[src/rtl/ternary_serial_adder.sv]
// ternary_serial_adder
//   Multi-digit unsigned ternary adder/subtractor. One binary-coded trit is
//   processed per clock, least significant first, with a registered carry.
//   Subtraction adds the digit-wise complement (2 - b) with a carry-in of 1.
//
// Ports
//   clk, rst_n : clock (rising edge), asynchronous active-low reset
//   start      : operation request, sampled only while busy = 0
//   sub        : 0 = a + b, 1 = a - b (latched with start)
//   a, b       : operands, trit i = [2i+1:2i], trit 0 least significant
//   busy       : operation in progress
//   done       : one-cycle completion pulse
//   sum        : result trits, same packing as the operands
//   cout       : add: carry out; sub: 1 = no borrow (a >= b)
//   err        : sticky flag, an illegal trit code (2'b11) was processed
module ternary_serial_adder #(
  parameter int unsigned DIGITS = 4
) (
  input  logic                  clk,
  input  logic                  rst_n,
  input  logic                  start,
  input  logic                  sub,
  input  logic [2*DIGITS-1:0]   a,
  input  logic [2*DIGITS-1:0]   b,
  output logic                  busy,
  output logic                  done,
  output logic [2*DIGITS-1:0]   sum,
  output logic                  cout,
  output logic                  err
);

  localparam int unsigned W     = 2 * DIGITS;
  localparam int unsigned IDX_W = (DIGITS > 1) ? $clog2(DIGITS) : 1;

  localparam logic [IDX_W-1:0] LAST_IDX = IDX_W'(DIGITS - 1);

  localparam logic [0:0] S_IDLE = 1'b0;
  localparam logic [0:0] S_RUN  = 1'b1;

  logic [0:0]       state_q, state_d;
  logic [W-1:0]     a_q, a_d;
  logic [W-1:0]     b_q, b_d;
  logic             sub_q, sub_d;
  logic [IDX_W-1:0] idx_q, idx_d;
  logic             carry_q, carry_d;
  logic             busy_d, done_d, cout_d, err_d;
  logic [W-1:0]     sum_d;

  // Single-trit datapath for the digit selected by idx_q
  logic [IDX_W:0] bit_pos;
  logic [1:0]     x_raw, y_raw;
  logic           x_ill, y_ill;
  logic [1:0]     x_val, y_val, y_eff;
  logic [2:0]     t_full;
  logic           t_ge3;
  logic [1:0]     t_mod;
  logic [W-1:0]   trit_mask;
  logic [W-1:0]   sum_upd;

  always_comb begin
    bit_pos   = {idx_q, 1'b0};
    x_raw     = 2'(a_q >> bit_pos);
    y_raw     = 2'(b_q >> bit_pos);
    x_ill     = (x_raw == 2'b11);
    y_ill     = (y_raw == 2'b11);
    // Illegal codes are flagged and then treated as trit value 0
    x_val     = x_ill ? 2'd0 : x_raw;
    y_val     = y_ill ? 2'd0 : y_raw;
    y_eff     = sub_q ? 2'(2'd2 - y_val) : y_val;
    t_full    = 3'(x_val) + 3'(y_eff) + 3'(carry_q);
    t_ge3     = (t_full >= 3'd3);
    t_mod     = t_ge3 ? 2'(t_full - 3'd3) : 2'(t_full);
    trit_mask = W'(2'b11) << bit_pos;
    sum_upd   = (sum & ~trit_mask) | (W'(t_mod) << bit_pos);
  end

  // Next-state and next-output logic
  always_comb begin
    state_d = state_q;
    a_d     = a_q;
    b_d     = b_q;
    sub_d   = sub_q;
    idx_d   = idx_q;
    carry_d = carry_q;
    busy_d  = busy;
    done_d  = 1'b0;
    sum_d   = sum;
    cout_d  = cout;
    err_d   = err;

    case (state_q)
      S_IDLE: begin
        if (start) begin
          a_d     = a;
          b_d     = b;
          sub_d   = sub;
          idx_d   = '0;
          carry_d = sub;
          sum_d   = '0;
          cout_d  = 1'b0;
          err_d   = 1'b0;
          busy_d  = 1'b1;
          state_d = S_RUN;
        end
      end
      S_RUN: begin
        sum_d   = sum_upd;
        carry_d = t_ge3;
        idx_d   = idx_q + IDX_W'(1);
        if (x_ill || y_ill) begin
          err_d = 1'b1;
        end
        if (idx_q == LAST_IDX) begin
          cout_d  = t_ge3;
          done_d  = 1'b1;
          busy_d  = 1'b0;
          idx_d   = '0;
          state_d = S_IDLE;
        end
      end
      default: begin
        state_d = S_IDLE;
        busy_d  = 1'b0;
      end
    endcase
  end

  // State and output registers
  always_ff @(posedge clk or negedge rst_n) begin
    if (!rst_n) begin
      state_q <= S_IDLE;
      a_q     <= '0;
      b_q     <= '0;
      sub_q   <= 1'b0;
      idx_q   <= '0;
      carry_q <= 1'b0;
      busy    <= 1'b0;
      done    <= 1'b0;
      sum     <= '0;
      cout    <= 1'b0;
      err     <= 1'b0;
    end else begin
      state_q <= state_d;
      a_q     <= a_d;
      b_q     <= b_d;
      sub_q   <= sub_d;
      idx_q   <= idx_d;
      carry_q <= carry_d;
      busy    <= busy_d;
      done    <= done_d;
      sum     <= sum_d;
      cout    <= cout_d;
      err     <= err_d;
    end
  end

endmodule
[config.mk]
export PLATFORM = sky130hd
export DESIGN_NAME = ternary_serial_adder
export DESIGN_NICKNAME = d
export VERILOG_FILES = /design/src/rtl/ternary_serial_adder.sv
export SDC_FILE = /design/constraint.sdc
export NUM_CORES = 1
export LEC_CHECK = 0
export ABC_CLOCK_PERIOD_IN_PS = 7800
export BUFFER_PORTS_ARGS = -buffer_cell sky130_fd_sc_hd__buf_2
export CAP_MARGIN = 20
export CORE_MARGIN = 4
export CORE_UTILIZATION = 30
export DETAILED_ROUTE_END_ITERATION = 16
export PLACE_DENSITY = 0.55
export SETUP_SLACK_MARGIN = 0.3
export SYNTH_ARGS = -nofsm -noshare
export SYNTH_HDL_FRONTEND = slang
export SYNTH_SLANG_ARGS = --single-unit
[constraint.sdc]
create_clock -name clk -period 7.8 [get_ports clk]
set_input_delay 0.78 -clock clk [delete_from_list [all_inputs] [get_ports clk]]
set_output_delay 0.78 -clock clk [all_outputs]
set_load 0.02 [all_outputs]
==> impl_metrics.tcl <==
set metrics [dict create \
    start_util_pct 31.7 \
    worstSetupStartpoint "idx_q[0]$_DFFE_PN0P_" \
    post_cts_buffers 0 \
    clockRootBuffer "clkbuf_8" \
    grt_setup_unrepaired "false" \
    cpPeakStageDelay_ns 0.67 \
    syn_area_per_cell_um2 9.96 \
    end_kind "register" \
    cp_cell_sequence "mux4_1, inv_1, ha_1, inv_1, fa_1, fa_1, inv_1, ha_1, and3b_1, a2bb2oi_1, a32o_1" \
    fp.dieArea_um2 6840 \
    dpl_worst_slack_ns 4.15 \
    grt_use_total_pct 11.7 \
    cp_slowest_cell "mux4_1" \
    cts_sinks 33 \
    drc 0 \
    grt_max_degree 34 \
    avgViaCountPerCell 4.37 \
    ant_nets 0 \
    critical-path-top-delay-family "adder cells" \
    clock_latency_ns 0.29 \
    ys_seq_elements 33 \
    slew_violations 0 \
    die_y_um 82.7 \
    period_needed_ns 3.64 \
    maxCapViolations 0 \
    crit_fanout 11 \
    grt_pass1_vias 1214 \
    hold_buffers 0 \
    path_clk_slew_ns 0.08 \
    die_x_um 82.7 \
    holdWs_ns 0.479 \
    cp.arrival_ns 3.86 \
    met2WireLength_um 1500 \
    wl_per_cell_um 12.9 \
    worst_pin_slew_ns 0.764 \
    wl_met3_um 144 \
    first_pass_iters 4 \
    report.final.hold_viol_count 0 \
    path_class "register to register" \
    cts_max_path_buffers 2 \
    netlist_area_um2 1670 \
    numCtsBuffers 5 \
    ys_warn_count 0 \
    path_common_cell "inv_1" \
    cts_resized 0 \
    antenna_found_initial 0 \
    synth.distinct_cells 27 \
    gr-total-overflow 0 \
    startpoint_type "register" \
    min_path_type "register to register" \
    fmaxAchievable_mhz 275 \
    hpwlAfterDp_um 2530 \
    nets 228 \
    critical_path_required_ns 8.02 \
    maxSlewHeadroom_pct 49.1 \
    r2r_start "idx_q[0]$_DFFE_PN0P_" \
    grt_pass1_wl_um 5810 \
    synth_seq_area_share_pct 49.4 \
    syn_nets 198 \
    numPortBuffers 31 \
    cts_tree "built" \
    globalplace.congestion 0.747 \
    diodes 0 \
    num_rows 26 \
    holdCritStartpoint "b_q[7]$_DFFE_PN0P_" \
    drt_iter0_drc 37 \
    utilization_pct 37.8 \
    finalCritPeriodShare_pct 46.7 \
    io_pins 32 \
    final_layout_size_suffix_gt1_share_pct 22.6 \
    critPathBufInv 3 \
    skew_ns 0.0120 \
    highest_layer "met4" \
    timing.final.ws_setup_ns 4.16 \
    r2r_slack_ns 4.16 \
    fin_tns_setup_ns 0 \
    drt-total-wl_um 3460 \
    core-area_um2 5270 \
    syn_to_final_growth_pct 19.0 \
    setup_viol 0 \
    wl_met1_um 1770 \
    vias 1176 \
    status "finished clean" \
    h-tree-depth 2 \
    netlist_instances 168 \
]
==> metal layers <==
| layer | track usage (%) | vias to the layer above |
|---|---|---|
| li1 | - | 611 |
| met1 | 15.7 | 541 |
| met2 | 17.1 | 20 |
| met3 | 3.47 | 4 |
| met4 | 5.39 | 0 |
| met5 | 0 | - |
==> cell families (layout without fill, tap and decap cells) <==
logic type	Yosys count	after routing	share of synthesized area [%]
buffers and inverters	19	50	5.09
AO/OA/AOI/OAI	17	17	7.93
flip-flops	33	33	49.4
AND/OR/NAND/NOR	80	80	20.4
multiplexers	9	9	8.83
adder cells (fa/ha/maj)	10	10	8.38
==> final timing paths <==
kind,cells after the start,endpoint
max in group asynchronous,1,sum[1]$_DFFE_PN0P_
max,11,sum[1]$_DFFE_PN0P_
min,2,b_q[7]$_DFFE_PN0P_
max reg2reg,11,sum[1]$_DFFE_PN0P_
min reg2reg,2,b_q[7]$_DFFE_PN0P_
min in group asynchronous,1,a_q[5]$_DFFE_PN0P_
==> tightest hold or removal path: stages (launching register included) <==
cell and delay, ns:
dfrtp_1 0.34, nand2_1 0.05, nand2_1 0.06
==> stage by stage <==
stage / area [um2] / instances
floorplan: 1670 / 168
global placement: 1870 / 260
detailed placement: 1870 / 260
CTS: 1980 / 268
global route: 1990 / 269
finish: 1990 / 269
==> cell usage after synthesis (all sizes together) <==
cell type | number | area [um2]
nand2 | 60 | 225
dfrtp | 33 | 826
inv | 10 | 37.5
ha | 8 | 100
nor2 | 7 | 26.3
buf | 6 | 36.3
mux2i | 5 | 50.1
nand2b | 5 | 31.3
o31ai | 5 | 37.5
a32o | 4 | 40.0
mux4 | 4 | 97.6
clkbuf | 3 | 11.3
o21ai | 3 | 15.0
a21oi | 2 | 10.0
fa | 2 | 40.0
nor2b | 2 | 12.5
a211oi | 1 | 12.5
a22o | 1 | 8.76
a2bb2oi | 1 | 8.76
and2b | 1 | 8.76
and3b | 1 | 8.76
nand3 | 1 | 5.00
nand3b | 1 | 7.51
nor4bb | 1 | 10.0
or2 | 1 | 6.26
==> registers in the layout, summed over array words and instances (netlist names) <==
signal   flops
done         1
sum          8
sub_q        1
a_q          8
cout         1
state_q      1
busy         1
carry_q      1
err          1
idx_q        2
b_q          8
==> layout make-up <==
class	count	area (um2)
clock buffer	5	68.8
clock inverter	3	46.3
multi-input combinational	116	762
inverter	10	37.5
fill	554	3280
tap	70	87.6
timing repair buffer	32	163
sequential	33	826
==> layout by cell type (no fill, tap or decap), drive strengths merged, types with 2 or more instances in the layout <==
cell type / count
ha: 8
buf: 32
nor2b: 2
nand2: 60
o21ai: 3
nand2b: 5
mux2i: 5
mux4: 4
a21oi: 2
fa: 2
clkbuf: 5
a32o: 4
inv: 10
nor2: 7
dfrtp: 33
o31ai: 5
Power is left out: the tool's default activity adds up to more than one toggle a clock period on the data nets, which glitch-free logic cannot reach.
